==> src/rtl/fetch_pkg.sv <==
// Shared types for the instruction fetch stage: FSM states and buffered fetch entries.
package fetch_pkg;

  typedef enum logic [1:0] {
    REQ,
    WAIT,
    DROP
  } fetch_state_t;

  localparam int unsigned INSTR_BYTES = 4;

  typedef struct packed {
    logic [63:0] pc;
    logic [31:0] instr;
  } fetch_entry_t;

endpackage

==> src/rtl/fetch_buffer.sv <==
// Small synchronous FIFO of fetched {pc, instr} entries with flush; DEPTH must be a power of two.
module fetch_buffer
  import fetch_pkg::*;
#(
  parameter int unsigned DEPTH = 2
) (
  input  logic                     clk,
  input  logic                     reset,
  input  logic                     flush,
  input  logic                     push,
  input  fetch_entry_t             push_entry,
  input  logic                     pop,
  output fetch_entry_t             head,
  output logic [$clog2(DEPTH):0]   count
);

  localparam int unsigned PTR_W = $clog2(DEPTH);
  localparam logic [PTR_W:0] FULL_COUNT = (PTR_W + 1)'(DEPTH);

  fetch_entry_t     mem [DEPTH];
  logic [PTR_W-1:0] rd_ptr;
  logic [PTR_W-1:0] wr_ptr;
  logic             do_push;
  logic             do_pop;

  assign do_pop  = pop && (count != '0);
  assign do_push = push && ((count != FULL_COUNT) || do_pop);
  assign head    = mem[rd_ptr];

  // NOTE: sequential state is written with non-blocking (<=) assignments so every
  // flop samples the pre-edge values, independent of statement order.
  always_ff @(posedge clk) begin
    if (reset || flush) begin
      rd_ptr <= '0;
      wr_ptr <= '0;
      count  <= '0;
    end else begin
      if (do_push) wr_ptr <= wr_ptr + 1'b1;
      if (do_pop)  rd_ptr <= rd_ptr + 1'b1;
      case ({do_push, do_pop})
        2'b10:   count <= count + 1'b1;
        2'b01:   count <= count - 1'b1;
        default: count <= count;
      endcase
    end
  end

  // NOTE: storage is reset (not just the pointers) because the head entry drives
  // id_instr/id_pc directly and those must read zero out of reset; a large RAM
  // would normally be left unreset.
  always_ff @(posedge clk) begin
    if (reset) begin
      for (int i = 0; i < int'(DEPTH); i++) mem[i] <= '0;
    end else if (do_push && !flush) begin
      mem[wr_ptr] <= push_entry;
    end
  end

endmodule

==> src/rtl/fetch_unit.sv <==
// ARM64 instruction fetch stage: one outstanding imem read, buffered results to decode.
// Optional decode-bubble counter built when FETCH_PERF_EN is defined.
module fetch_unit
  import fetch_pkg::*;
#(
  parameter logic [63:0] RESET_PC   = 64'h0,
  parameter int unsigned IBUF_DEPTH = 2
) (
  input  logic        clk,
  input  logic        reset,
  output logic        imem_req,
  output logic [63:0] imem_addr,
  input  logic        imem_gnt,
  input  logic        imem_rvalid,
  input  logic [31:0] imem_rdata,
  input  logic        stall_id,
  input  logic        redirect_valid,
  input  logic [63:0] redirect_pc,
  output logic        id_valid,
  output logic [31:0] id_instr,
  output logic [63:0] id_pc,
  output logic [31:0] perf_bubbles
);

  localparam int unsigned CNT_W = $clog2(IBUF_DEPTH) + 1;
  localparam logic [CNT_W-1:0] DEPTH_COUNT = CNT_W'(IBUF_DEPTH);

  fetch_state_t     state;
  logic [63:0]      pc;
  logic [63:0]      req_pc;
  logic [CNT_W-1:0] count;
  logic             slot_free;
  logic             granted;
  logic             push;
  logic             pop;
  fetch_entry_t     head;
  fetch_entry_t     push_entry;

  // Only REQ issues; with one request in flight a free slot now is a slot reserved for its response.
  assign slot_free  = count < DEPTH_COUNT;
  assign imem_req   = !reset && (state == REQ) && slot_free && !redirect_valid;
  assign imem_addr  = pc;
  assign granted    = imem_req && imem_gnt;
  assign push       = (state == WAIT) && imem_rvalid && !redirect_valid;
  assign pop        = id_valid && !stall_id;
  assign push_entry = '{pc: req_pc, instr: imem_rdata};

  always_ff @(posedge clk) begin
    if (reset) begin
      state  <= REQ;
      pc     <= RESET_PC;
      req_pc <= RESET_PC;
    end else if (redirect_valid) begin
      pc <= {redirect_pc[63:2], 2'b00};
      case (state)
        REQ:     state <= imem_gnt ? DROP : REQ;
        WAIT:    state <= imem_rvalid ? REQ : DROP;
        DROP:    state <= imem_rvalid ? REQ : DROP;
        default: state <= REQ;
      endcase
    end else begin
      case (state)
        REQ: begin
          if (granted) begin
            req_pc <= pc;
            pc     <= pc + 64'(INSTR_BYTES);
            state  <= WAIT;
          end
        end
        WAIT:    if (imem_rvalid) state <= REQ;
        DROP:    if (imem_rvalid) state <= REQ;
        default: state <= REQ;
      endcase
    end
  end

  fetch_buffer #(
    .DEPTH(IBUF_DEPTH)
  ) u_buffer (
    .clk        (clk),
    .reset      (reset),
    .flush      (redirect_valid),
    .push       (push),
    .push_entry (push_entry),
    .pop        (pop),
    .head       (head),
    .count      (count)
  );

  assign id_valid = count != '0;
  assign id_instr = head.instr;
  assign id_pc    = head.pc;

`ifdef FETCH_PERF_EN
  logic [31:0] bubbles;

  always_ff @(posedge clk) begin
    if (reset) begin
      bubbles <= '0;
    end else if (!id_valid && !stall_id && (bubbles != 32'hFFFF_FFFF)) begin
      bubbles <= bubbles + 32'd1;
    end
  end

  assign perf_bubbles = bubbles;
`else
  assign perf_bubbles = '0;
`endif

endmodule

==> config.mk <==
export PLATFORM = sky130hd
export DESIGN_NAME = fetch_unit
export DESIGN_NICKNAME = d
export VERILOG_FILES = /design/src/rtl/fetch_pkg.sv /design/src/rtl/fetch_buffer.sv /design/src/rtl/fetch_unit.sv
export SDC_FILE = /design/constraint.sdc
export NUM_CORES = 1
export LEC_CHECK = 0
export CAP_MARGIN = 20
export CELL_PAD_IN_SITES_DETAIL_PLACEMENT = 1
export CELL_PAD_IN_SITES_GLOBAL_PLACEMENT = 1
export CORE_MARGIN = 5
export CORE_UTILIZATION = 40
export DETAILED_ROUTE_END_ITERATION = 16
export PLACE_DENSITY = 0.91
export SYNTH_ARGS = -nofsm -noshare
export SYNTH_HDL_FRONTEND = slang
export SYNTH_HIERARCHICAL = 1
export SYNTH_SLANG_ARGS = --single-unit
export TNS_END_PERCENT = 50
==> constraint.sdc <==
create_clock -name clk -period 8.1 [get_ports clk]
set_clock_uncertainty 0.2 [all_clocks]
set_input_delay 0.81 -clock clk [delete_from_list [all_inputs] [get_ports clk]]
set_output_delay 0.81 -clock clk [all_outputs]
set_load 0.01 [all_outputs]
# Yosys cells after proc, flatten, opt, wreduce, memory -nomap -nowiden
# Memory sizes are Yosys's and may differ from the RTL's. A register that Yosys moved wholly into a read port is not among the register bits.
# Cells that the tools add are included.
# word_totals
register_bits,134
output_inout_bits,194
elab_cells,70
ramBits,192
memories,1
inputBits,102
# op_classes
add_sub_neg,5
reduce_logical,27
n_bitwise,1
eq_ne,7
n_mux,21
magnitude_cmp,1
# memory_table
name,depth,word_bits,rd,rd_ports_with_merged_regs,write_ports,line,text
u_buffer.mem,2,96,1,1,2,fetch_buffer.sv:20,fetch_entry_t mem [DEPTH];
# op_table
op,n
64-bit two-way mux,3
96-bit two-way mux,1
96-bit OR reduction,1
"64-bit by 3-bit adder with 64-bit output, second input constant",1
2-bit case mux with 2 select lines,3
1-bit logical AND,10
2-bit two-way mux,5
1-bit two-way mux,9
2-bit nonzero test,4
2-bit AND reduction,3
"2-bit by 1-bit equality test with 1-bit output, second input constant",2
"2-bit equality test, second input constant",2
2-bit OR reduction,2
1-bit logical NOT,3
"3-bit by 1-bit inequality test with 1-bit output, second input constant",1
"3-bit inequality test, second input constant",1
3-bit AND reduction,1
"1-bit adder, second input constant",2
"2-bit by 1-bit adder with 2-bit output, second input constant",1
2-bit logical NOT,1
1-bit logical OR,2
"2-bit less-than comparator, second input constant",1
"2-bit inequality test, second input constant",1
"2-bit by 1-bit subtractor with 2-bit output, second input constant",1
1-bit inverter,1

# Longest topological paths before layout
# Gate-level depths: netlist of run 1.
# logic_depth
word_depth,11
ltp_mapped,10
mapped_depth_nobuf,8

# Cells and area by module
# Netlist of run 1, hierarchy kept.
# by_module_without_submodules
module,seq_area_each_um2,instances,cells_each,area_each_um2
fetch_buffer,5865.6,1,538,8484.4
fetch_unit,2522.4,1,814,6372.4

# Worst setup path after synthesis of run 1
# Ideal clock, no wire load.
# synth_path
kind,in2reg
startpoint,in redirect_valid
endpoint,"mem u_buffer/mem[0][0] (netlist name), enable pin"
arrival_time_ps,2976
cell_stages,4
setup_slack_ps,4510
path_buffers,1
cell_sequence,or2_2 nor4b_4 clkbuf_2 or2_2
# synth_lines
element,line,text
from (decl),fetch_unit.sv:17,"input logic redirect_valid,"
to (decl),fetch_buffer.sv:20,

==> results of run 1 <==
-- through the flow --
step / setup WS (ns) / total power, mW / hold slack [ns] / instance area, µm² / std cells
finish: 4.03 / 3.79 / 0.273 / 18800 / 2084
global route: 3.93 / 3.93 / 0.296 / 18800 / 2084
CTS: 3.99 / 3.82 / 0.274 / 18800 / 2076
detailed placement: 3.85 / 2.20 / 0.266 / 17700 / 2012
global placement: 3.95 / 2.19 / 0.250 / 17700 / 2012
floorplan: 4.51 / 2.02 / 0.240 / 15000 / 1389
-- cell usage in the layout (no fill, tap or decap), types with 7 or more instances in the layout --
cell type                         instances
sky130_fd_sc_hd__clkdlybuf4s50_1        257
sky130_fd_sc_hd__and2_1                 197
sky130_fd_sc_hd__edfxtp_1               192
sky130_fd_sc_hd__nand2_1                163
sky130_fd_sc_hd__dfxtp_1                130
sky130_fd_sc_hd__mux2_2                  96
sky130_fd_sc_hd__nand3b_1                62
sky130_fd_sc_hd__a21oi_1                 56
sky130_fd_sc_hd__nor2_1                  38
sky130_fd_sc_hd__conb_1                  38
sky130_fd_sc_hd__clkbuf_16               37
sky130_fd_sc_hd__inv_1                   33
sky130_fd_sc_hd__nand4_1                 27
sky130_fd_sc_hd__nand3_1                 24
sky130_fd_sc_hd__xnor2_1                 22
sky130_fd_sc_hd__nor3_1                  21
sky130_fd_sc_hd__o21a_1                  21
sky130_fd_sc_hd__o21ai_0                 19
sky130_fd_sc_hd__xor2_1                  15
sky130_fd_sc_hd__nor2b_1                 14
sky130_fd_sc_hd__nor4_1                  13
sky130_fd_sc_hd__clkbuf_1                12
sky130_fd_sc_hd__buf_4                   10
sky130_fd_sc_hd__a31oi_1                  9
sky130_fd_sc_hd__diode_2                  8
sky130_fd_sc_hd__o21ai_1                  7
-- power breakdown --
part / total (mW) / switching (mW) / leakage [nW] / internal [mW]
logic: 0.316 / 0.160 / 3.48 / 0.156
registers: 1.85 / 0.0552 / 3.06 / 1.80
clock network: 1.62 / 0.645 / 0.561 / 0.972
total: 3.79 / 0.860 / 7.10 / 2.93
-- worst reg2reg max path: stages (launching register included) --
cell and delay [ns]:
sky130_fd_sc_hd__dfxtp_1 0.32, sky130_fd_sc_hd__inv_1 0.09, sky130_fd_sc_hd__ha_1 0.26, sky130_fd_sc_hd__and3b_1 0.63, sky130_fd_sc_hd__nand2_4 0.64, sky130_fd_sc_hd__nand2_1 0.69
sky130_fd_sc_hd__o21ai_0 0.19, sky130_fd_sc_hd__a221oi_1 0.28, sky130_fd_sc_hd__nor2_1 0.07
-- worst max path at each step --
stage	cells past startpoint	endpoint	startpoint	slack [ns]
2_1_floorplan	4	u_buffer/mem[0][0]$_SDFFCE_PN0P_	redirect_valid	4.51
3_3_place_gp	6	u_buffer/mem[0][41]$_SDFFCE_PN0P_	redirect_valid	3.95
3_5_place_dp	6	u_buffer/mem[1][19]$_SDFFCE_PN0P_	redirect_valid	3.85
4_1_cts	3	id_pc[60]	register	3.99
5_1_grt	3	id_pc[58]	register	3.93
6_report	3	id_pc[58]	register	4.03
-- layer usage --
layer	global-route usage [%]	vias to the layer above	share of wire [%]	wire length (µm)
met5	0	-	0.028	13
met3	4.15	86	5.5	2530
met1	27.1	5559	42	19100
li1	-	5115	-	-
met4	8.51	2	3.4	1580
met2	36.7	360	49	22700
-- state kept, by name (all words and copies together), names as in the netlist, named ones only --
register         count
state                2
u_buffer/wr_ptr      1
req_pc              62
u_buffer/mem       192
u_buffer/rd_ptr      1
imem_addr           62
u_buffer/count       2
-- cell type report --
type | count | area, µm²
clock buffers | 53 | 1030
well taps | 468 | 586
repair buffers | 267 | 2650
multi-input cells | 921 | 5910
inverters | 33 | 124
flip-flops and latches | 323 | 8390
fillers | 3836 | 17800
clock inverters | 11 | 128
diodes | 8 | 20.0
-- cell families (layout without fill, tap and decap cells) --
kind of cell | Yosys count | in the layout | synth area share [%]
xor+xnor | 37 | 37 | 2.18
compound gates | 131 | 131 | 5.30
buf+inv | 145 | 364 | 4.88
simple gates | 607 | 607 | 22.9
mux | 103 | 103 | 7.80
other cells | 1 | 46 | 0.0252
flops | 323 | 323 | 56.5
fa+ha+maj | 5 | 5 | 0.421
==> Flow_metrics.wiki, run 1 <==
{| class="wikitable"
! Metric !! Value
|-
| Result of the run || finished, final reports clean
|-
| Vertical extent of the die || roughly 200 µm
|-
| Iter 0 DRT Violations || ~630
|-
| Cell count after synthesis || 1352
|-
| RSZ-0062 raised after global routing || no
|-
| Critical path endpoint category || output pin
|-
| Number of top-level pins || between 200 and 300
|-
| Final Max Slew Viols || 0
|-
| Port Buf Inserts || between 200 and 300
|-
| Total DRC errors in the routed layout || 0
|-
| Detailed placer's ending HPWL || 30.2 mm
|-
| Delay of the slowest critical-path stage || 0.79 ns
|-
| Total GRT Usage || around 22%
|-
| Worst setup path category || reg -> out
|-
| Mean area per synthesized cell || 11.0 µm²
|-
| Leak || 7.10 nW
|-
| Register bit count reported by yosys || approximately 320
|-
| Post-CTS Setup Bufs || 0
|-
| Clock latency of the later-clocked register in the worst-skew pair || 0.52 ns
|-
| Placer congestion estimate || 0.796
|-
| Top cell types by occurrence after synthesis || 197 x sky130_fd_sc_hd__and2_1, 192 x sky130_fd_sc_hd__edfxtp_1, 164 x sky130_fd_sc_hd__nand2_1
|-
| Cell types with the largest area share after synthesis || sky130_fd_sc_hd__edfxtp_1 39%, sky130_fd_sc_hd__dfxtp_1 18%, sky130_fd_sc_hd__and2_1 8.3%
|-
| Arrival time reported for the critical path endpoint || 3.06 ns
|-
| Antenna violations before repair || 9
|-
| Area of the die || 41100 µm²
|-
| Number of levels the H-tree was split into || 2
|-
| Final total negative setup slack || 0 ns
|-
| Post-synthesis cell area || between 10000 and 15000 µm²
|-
| Worst Path Max Fanout || 61
|-
| Antenna-violating nets left || 0
|-
| Number of buffers inserted by hold repair at cts || 0
|-
| Die Width || 203 µm
|-
| Worst min-delay path startpoint || req_pc[60]$_SDFFE_PP0P_
|-
| Worst R2R End || imem_addr[24]$_SDFFE_PP0P_
|-
| Count of cells along the worst register-to-register path || 8
|-
| Total gr overflow || 0
|-
| Most used standard cell by instance count after synthesis || sky130_fd_sc_hd__and2_1
|-
| Number of buffers created by CTS || 36
|-
| Kind of launch point of the worst setup path || register
|-
| Vias in the first global route || 11806
|-
| Hold Path Sink || req_pc[60]$_SDFFE_PP0P_
|-
| Final worst-path cycle share || between 50 and 60%
|-
| Proportion of register bits with asynchronous set or reset after synthesis || 0%
|-
| Overall via count from detail_route || 11122
|-
| Top_reg_cell synth || sky130_fd_sc_hd__edfxtp_1
|-
| Number of gates resized after cts || 0
|-
| Cell count of the worst hold path || 2
|-
| Worst slew pin tran || 1.10 ns
|-
| Critical-path cell list || buf_4 -> mux2_2 -> clkdlybuf4s50_1
|-
| Post-route minimum period || slightly above 4 ns
|-
| Growth of design area from synthesis to finish || 26.7%
|-
| Worst R2R Setup Slack || about 4.6 ns
|-
| Max IR drop VDD || 0.000111 V
|-
| Starting Density || 40.6%
|-
| Row count || 70
|-
| Final hold vios || 0
|-
| Fmax || 246 MHz
|-
| Power density normalized to cell area || between 200 and 250 nW/µm²
|-
| Mean routed wirelength per cell || 22.0 µm
|-
| Final Core Density || 51.4%
|-
| Total of warnings raised by yosys || 6
|-
| Number of nets in the layout || 1689
|-
| Wire length of the first global-routing pass || around 70 mm
|-
| Cell class contributing the biggest share of worst-path delay || buffers and inverters
|-
| Fraction of the yosys area taken by sequential cells || between 50% and 60%
|-
| Worst-path clk slew || 0.06 ns
|-
| Floorplan Core Area || about 37000 µm²
|-
| Reg2Reg Launch Point || state[1]$_SDFFE_PP0P_
|-
| Dominant cell type by area after synthesis || sky130_fd_sc_hd__edfxtp_1
|-
| Largest net degree at the start of global routing || 107
|-
| EDFF count, synth || 192
|-
| WP data required || 7.09 ns
|-
| Critical path buffer and inverter count || 2
|-
| Layout cell share with drive strength beyond 1 || 11.0%
|-
| Detailed-route vias per instance || 5.34
|-
| Class of the tightest hold or removal check || reg -> reg
|-
| Count of final setup violators || 0
|-
| Library cell used as clock root buffer || sky130_fd_sc_hd__clkbuf_16
|-
| 1st-pass router iterations || 5
|-
| Crit path max-delay cell type || sky130_fd_sc_hd__buf_4
|-
| Clock sink count || 323
|-
| Slew HR || 26.5%
|-
| Max Cap Violations || 0
|-
| CTS tree || built
|-
| Number of distinct library cells after synthesis || 65
|-
| Total Wirelength || 45.9 mm
|-
| Bufs on Longest Clock Path || 3
|-
| Share of Yosys cell area claimed by the top area cell type || 38.8%
|}
(Power assumes the default switching activity.)
==> run 2, diff against run 1 <==
==> constraint.sdc (replaced) <==
create_clock -name clk -period 3.8 [get_ports clk]
set_clock_uncertainty 0.2 [all_clocks]
set_input_delay 0.38 -clock clk [delete_from_list [all_inputs] [get_ports clk]]
set_output_delay 0.38 -clock clk [all_outputs]
set_load 0.01 [all_outputs]
==> run 2 against run 1 <==
Sequential cell count is the same. Via count decreased by 0.60%. Clock-buffer cell count grew 3. Sequential power up 110%. Sequential share of layout area shrank 0.32 points. Clock power grew 110%. First-iteration DRC count is 13% lower. Combinational power rose by 120%.
==> Flow_metrics.wiki, run 2 (synthesis results as in run 1) <==
{| class="wikitable"
! Metric !! Value
|-
| Final hold vios || 0 (unchanged)
|-
| Post-route minimum period || 3.06 ns
|-
| Wire length of the first global-routing pass || 69.1 mm (-1.5%)
|-
| Detailed-route vias per instance || 5.27 (-1.2%)
|-
| Most common library cell in the layout ignoring fill and taps || sky130_fd_sc_hd__clkdlybuf4s50_1
|-
| Largest net degree at the start of global routing || 97 (-9.3%)
|-
| Number of buffers created by CTS || 36 (unchanged)
|-
| Count of final setup violators || 0 (unchanged)
|-
| Layout cell share with drive strength beyond 1 || 11.8% (+0.77 points)
|-
| Growth of design area from synthesis to finish || 27.7%
|-
| Vias in the first global route || 11842 (+0.30%)
|-
| Max Cap Violations || 0 (unchanged)
|-
| Detailed placer's ending HPWL || 30.5 mm (+1.1%)
|-
| Result of the run || finished, final reports clean
|-
| Flip-flop count of the largest register, all copies and words added || 192 (unchanged)
|-
| Clock sink count || 323 (unchanged)
|-
| Register bank with the most flops || u_buffer/mem
|-
| Iter 0 DRT Violations || 547 (-13%)
|-
| Kind of launch point of the worst setup path || register
|-
| Critical path endpoint category || register
|-
| Mean routed wirelength per cell || 21.4 µm (-2.8%)
|-
| Net switching share of the total power || 22.8% (+0.13 points)
|-
| CTS tree || built
|-
| Number of top-level pins || 296 (unchanged)
|-
| Number of nets in the layout || 1701 (+0.71%)
|-
| Die Width || 203 µm (unchanged)
|-
| Power density normalized to cell area || 424 nW/µm² (+110%)
|-
| Total DRC errors in the routed layout || 0 (unchanged)
|-
| Worst slew pin tran || 0.964 ns (-0.139 ns)
|-
| Area of the die || 41100 µm² (unchanged)
|-
| Worst Hold Margin || 0.0633 ns (-0.210 ns)
|-
| Total placed cells including tap cells || 2024 (+0.60%)
|-
| Total Wirelength || 44.9 mm (-2.2%)
|-
| Number of buffers inserted by hold repair at cts || 0 (unchanged)
|-
| Flop pwr share || 49.1% (about the same)
|-
| Row count || 70 (unchanged)
|-
| Arrival time reported for the critical path endpoint || 3.27 ns (+0.21 ns)
|-
| Placer congestion estimate || 0.776 (-2.5%)
|-
| Most frequent cells in the layout || 257 x sky130_fd_sc_hd__clkdlybuf4s50_1, 197 x sky130_fd_sc_hd__and2_1, 192 x sky130_fd_sc_hd__edfxtp_1
|-
| Internal power || 6.20 mW (+110%)
|-
| Port Buf Inserts || 259 (unchanged)
|-
| Starting Density || 40.6% (unchanged)
|-
| Bufs on Longest Clock Path || 3 (unchanged)
|-
| Floorplan Core Area || 36600 µm² (unchanged)
|-
| Clock latency of the later-clocked register in the worst-skew pair || 0.52 ns (about the same)
|-
| Library cell used as clock root buffer || sky130_fd_sc_hd__clkbuf_16
|-
| Vertical extent of the die || 203 µm (unchanged)
|-
| Number of gates resized after cts || 0 (unchanged)
|-
| Max IR drop VDD || 0.000323 V (+190%)
|-
| Antenna violations before repair || 11 (+2)
|-
| Total GRT Usage || 21.1% (-0.46 points)
|-
| Worst setup path category || reg -> reg
|-
| Class of the tightest hold or removal check || in -> reg
|-
| Post-CTS Setup Bufs || 0 (unchanged)
|-
| RSZ-0062 raised after global routing || no
|-
| Worst Path Max Fanout || 8 (-87%)
|-
| Non-filler cells, final || 2097 (+0.62%)
|-
| Slew HR || 35.8% (+9.3 points)
|-
| 1st-pass router iterations || 7 (+2)
|-
| WP data required || 4.00 ns (-3.09 ns)
|-
| Net switching power figure || 1.84 mW (+110%)
|-
| Antenna-violating nets left || 0 (unchanged)
|-
| Total power after layout || 8.04 mW (+110%)
|-
| Gate power share || 8.5% (+0.2 points)
|-
| Final worst-path cycle share || 80.6%
|-
| Overall via count from detail_route || 11055 (-0.60%)
|-
| Final total negative setup slack || 0 ns (unchanged)
|-
| Power share of the clock group || 42.4% (-0.3 points)
|-
| Total gr overflow || 0 (unchanged)
|-
| Worst-path clk slew || 0.06 ns (about the same)
|-
| Fmax || 326 MHz
|-
| Final Core Density || 51.8% (+0.37 points)
|-
| Final Max Slew Viols || 0 (unchanged)
|-
| Leak || 7.18 nW (+1.1%)
|-
| Number of levels the H-tree was split into || 2 (unchanged)
|}
==> run 2: cell types whose count changed in the layout (fill, tap and decap cells not counted), sizes merged <==
cell / delta
buf: +12
diode: -1
clkbuf: +3
bufinv: -2
clkinvlp: +1
==> run 2: through the flow <==
stage	worst slack, ns	instance area (µm²)
2_1_floorplan	0.476	15000
3_3_place_gp	0.764	17800
3_5_place_dp	0.606	17800
4_1_cts	0.702	18900
5_1_grt	0.539	19000
6_report	0.737	19000
==> run 2: worst paths after layout <==
path / endpoint / start / cells past startpoint / slack [ns]
worst max-delay path: imem_addr[61]$_SDFFE_PP0P_ / imem_addr[24]$_SDFFE_PP0P_ / 6 / 0.74
worst min-delay path: imem_addr[21]$_SDFFE_PP0P_ / reset / 2 / 0.06
worst max register to register: imem_addr[61]$_SDFFE_PP0P_ / imem_addr[24]$_SDFFE_PP0P_ / 6 / 0.74
worst min register to register: req_pc[42]$_SDFFE_PP0P_ / req_pc[42]$_SDFFE_PP0P_ / 2 / 0.28
==> run 2: layout make-up <==
class / count / area (µm²)
fill: 3897 / 17600
sequential: 323 / 8390
multi-input combinational: 921 / 5910
timing repair buffer: 279 / 2780
clock buffer: 56 / 1080
tap: 468 / 586
inverter: 33 / 124
clock inverter: 10 / 83.8
antenna: 7 / 17.5
==> run 2: layer usage <==
layer / track usage [%] / wire, µm
met1: 26.1 / 18800
met2: 35.6 / 21800
met3: 5.05 / 2630
met4: 8.51 / 1690
met5: 0 / 81
==> run 2: worst max-delay path, stage by stage (launching register included) <==
cell,delay [ns]
sky130_fd_sc_hd__dfxtp_1,0.52
sky130_fd_sc_hd__nand3_1,0.28
sky130_fd_sc_hd__nor3_1,0.59
sky130_fd_sc_hd__nor4bb_1,0.72
sky130_fd_sc_hd__nand4_1,0.24
sky130_fd_sc_hd__xnor2_1,0.22
sky130_fd_sc_hd__o21a_1,0.18
==> run 2: power groups by stage <==
stage / Clock, mW / Sequential, mW / Combinational (mW)
5_1_grt: 3.64 / 3.96 / 0.734
4_1_cts: 3.49 / 3.95 / 0.689
3_3_place_gp: 0 / 4.01 / 0.665
6_report: 3.41 / 3.95 / 0.684
2_1_floorplan: 0 / 4.00 / 0.312
3_5_place_dp: 0 / 4.02 / 0.682
==> run 3, diff against run 2 <==
--- a/config.mk
+++ b/config.mk
@@ -9,9 +9,9 @@
 export CELL_PAD_IN_SITES_DETAIL_PLACEMENT = 1
 export CELL_PAD_IN_SITES_GLOBAL_PLACEMENT = 1
 export CORE_MARGIN = 5
-export CORE_UTILIZATION = 40
+export CORE_UTILIZATION = 37
 export DETAILED_ROUTE_END_ITERATION = 16
-export PLACE_DENSITY = 0.91
+export PLACE_DENSITY = 0.89
 export SYNTH_ARGS = -nofsm -noshare
 export SYNTH_HDL_FRONTEND = slang
 export SYNTH_HIERARCHICAL = 1
==> constraint.sdc (replaced) <==
create_clock -name clk -period 2.55 [get_ports clk]
set_clock_uncertainty 0.2 [all_clocks]
set_input_delay 0.255 -clock clk [delete_from_list [all_inputs] [get_ports clk]]
set_output_delay 0.255 -clock clk [all_outputs]
set_load 0.01 [all_outputs]
==> run 3 against run 2 <==
Clock power increased by 45%. Combinational power increased by 73%. Via count increased by 4.2%. Core utilization decreased by 1.2 points. Wire length increased by 10%. Sequential power increased by 48%. Setup slack got worse by 0.68 ns. Total power increased by 49%. Die area increased by 7.7%. Cell count increased by 6.3%. Critical path depth decreased by 2. Clock-buffer cell count decreased by 7. Critical path type is now reg -> out. Highest routed layer is now met4.
==> Flow_metrics.wiki, run 3 (synthesis results as in run 1) <==
{| class="wikitable"
! Metric !! Value
|-
| Result of the run || finished, final reports clean
|-
| 1st-pass router iterations || 4 (-3)
|-
| Wire length of the first global-routing pass || 73.5 mm (+6.3%)
|-
| Number of buffers created by CTS || 37 (+2.8%)
|-
| Total Wirelength || 49.5 mm (+10%)
|-
| Total DRC errors in the routed layout || 0 (unchanged)
|-
| Total area of multi-input combinational cells || 5970 µm² (+1.0%)
|-
| Final Max Slew Viols || 0 (unchanged)
|-
| Detailed placer's ending HPWL || 32.7 mm (+7.1%)
|-
| CTS tree || built
|-
| Number of filler instances in the final layout || 4176 (+7.2%)
|-
| Row count || 73 (+4.3%)
|-
| Final hold vios || 0 (unchanged)
|-
| Antenna-violating nets left || 0 (unchanged)
|-
| Number of levels the H-tree was split into || 2 (unchanged)
|-
| Total power after layout || 12.0 mW (+49%)
|-
| Largest net degree at the start of global routing || 98 (+1.0%)
|-
| Total GRT Usage || 20.9% (-0.20 points)
|-
| Iter 0 DRT Violations || 708 (+29%)
|-
| Floorplan Core Area || 39700 µm² (+8.5%)
|-
| Critical-path cell list || buf_12 -> clkbuf_16 -> mux2_2 -> clkdlybuf4s50_1
|-
| Number of top-level pins || 296 (unchanged)
|-
| Detailed-route vias per instance || 5.17 (-2.0%)
|-
| WP data required || 2.10 ns (-1.90 ns)
|-
| Layout cell share with drive strength beyond 1 || 16.4% (+4.6 points)
|-
| Worst setup path category || reg -> out
|-
| Vias in the first global route || 12259 (+3.5%)
|-
| Crit path max-delay cell type || sky130_fd_sc_hd__clkdlybuf4s50_1
|-
| Die Width || 210 µm (+3.8%)
|-
| Fmax || 401 MHz
|-
| Clock latency of the later-clocked register in the worst-skew pair || 0.54 ns (+0.02 ns)
|-
| Area of the die || 44300 µm² (+7.7%)
|-
| RSZ-0062 raised after global routing || yes
|-
| Antenna violations before repair || 2 (-9)
|-
| Leak || 8.73 nW (+22%)
|-
| Library cell used as clock root buffer || sky130_fd_sc_hd__clkbuf_16
|-
| Flip-flop count of the largest register, all copies and words added || 192 (unchanged)
|-
| Final Core Density || 50.6% (-1.2 points)
|-
| Most frequent cells in the layout || 197 x sky130_fd_sc_hd__and2_1, 192 x sky130_fd_sc_hd__edfxtp_1, 166 x sky130_fd_sc_hd__clkdlybuf4s50_1
|-
| Count of final setup violators || 0 (unchanged)
|-
| Max Cap Violations || 0 (unchanged)
|-
| Clock sink count || 323 (unchanged)
|-
| Critical path endpoint category || output pin
|-
| Max IR drop VDD || 0.000342 V (+5.7%)
|-
| Class of the tightest hold or removal check || in -> reg
|-
| Mean routed wirelength per cell || 22.2 µm (+3.7%)
|-
| Slew HR || 36.7% (+0.91 points)
|-
| Worst-path clk slew || 0.06 ns (about the same)
|-
| Power density normalized to cell area || 595 nW/µm² (+40%)
|-
| Overall via count from detail_route || 11515 (+4.2%)
|-
| Arrival time reported for the critical path endpoint || 2.04 ns (-1.23 ns)
|-
| Total gr overflow || 0 (unchanged)
|-
| Most common library cell in the layout ignoring fill and taps || sky130_fd_sc_hd__and2_1
|-
| Post-route minimum period || 2.49 ns
|-
| Pre-CTS setup slack || -0.00592 ns (-0.612 ns)
|-
| Number of nets in the layout || 1782 (+4.8%)
|-
| Delay of the slowest critical-path stage || 0.49 ns (-0.23 ns)
|-
| Register bank with the most flops || u_buffer/mem
|-
| Kind of launch point of the worst setup path || register
|-
| Growth of design area from synthesis to finish || 35.3%
|-
| Vertical extent of the die || 210 µm (+3.8%)
|-
| Placer congestion estimate || 0.866 (+12%)
|-
| Worst Path Max Fanout || 9 (+1)
|-
| Final worst slack || 0.0593 ns (-0.677 ns)
|-
| Starting Density || 37.4% (-3.2 points)
|-
| Bufs on Longest Clock Path || 3 (unchanged)
|-
| Final worst-path cycle share || between 90 and 100%
|-
| Worst slew pin tran || 0.950 ns (-0.0137 ns)
|-
| Port Buf Inserts || 259 (unchanged)
|-
| Combined flip-flop and latch cell area || 8400 µm² (about the same)
|}
==> run 3: layer usage <==
layer	global-route usage, %	wire length (µm)	share of wire (%)
met4	6.28	1290	2.6
met2	35.0	24400	49
met5	0	0	0
met3	3.93	2840	5.7
met1	27.7	21000	42
==> run 3: timing repair <==
action / in CTS / in global routing
resized for setup: 9 / 99
buffers inserted: 0 / 8
pin swaps: 0 / 1
endpoints found under the setup margin: 72 / 86
hold buffers: 2 / 0
cloned: 1 / 5
hold endpoints to repair: 6 / 0
==> run 3: area by class of cell <==
cell class / instances / share of cell area [%]
Inverter: 33 / 0.616
Clock inverter: 17 / 0.529
Antenna cell: 2 / 0.0249
Multi-Input combinational cell: 921 / 29.7
Tap cell: 525 / 3.27
Timing Repair Buffer: 359 / 19.1
Clock buffer: 49 / 5.03
Sequential cell: 323 / 41.8
==> run 3: power by group <==
| group | switching, mW | leakage, nW | total, mW | internal [mW] |
|---|---|---|---|---|
| clock | 2.13 | 0.539 | 4.94 | 2.81 |
| sequential | 0.124 | 3.06 | 5.83 | 5.71 |
| combinational | 0.608 | 5.14 | 1.18 | 0.575 |
| total | 2.87 | 8.73 | 12.0 | 9.09 |
==> run 3: metrics by stage <==
step / setup TNS, ns / area (µm²) / std cells / hold slack (ns)
floorplan: -11.30 / 15000 / 1389 / 0.165
global route: -0.107 / 20100 / 2229 / 0.0350
global placement: -0.0222 / 18500 / 2145 / 0.254
CTS: -1.10 / 19600 / 2214 / 0.00813
finish: 0 / 20100 / 2229 / 0.0316
detailed placement: -0.00592 / 18500 / 2145 / 0.274
==> run 3: critical path: cells and delay by family (launching register included) <==
kind	cells	cell delay, ns
DFF	1	0.36
buffers and inverters	3	0.79
muxes	1	0.36
==> run 3: path summary, 6_finish.rpt <==
| check | end | startpoint | slack [ns] | cells past startpoint |
|---|---|---|---|---|
| worst max register to register | imem_addr[23]$_SDFFE_PP0P_ | imem_addr[10]$_SDFFE_PP0P_ | 0.07 | 5 |
| worst min register to register | req_pc[45]$_SDFFE_PP0P_ | req_pc[45]$_SDFFE_PP0P_ | 0.28 | 2 |
| worst max-delay path | id_pc[55] | register | 0.06 | 4 |
| worst min-delay path | imem_addr[57]$_SDFFE_PP0P_ | redirect_valid | 0.03 | 3 |
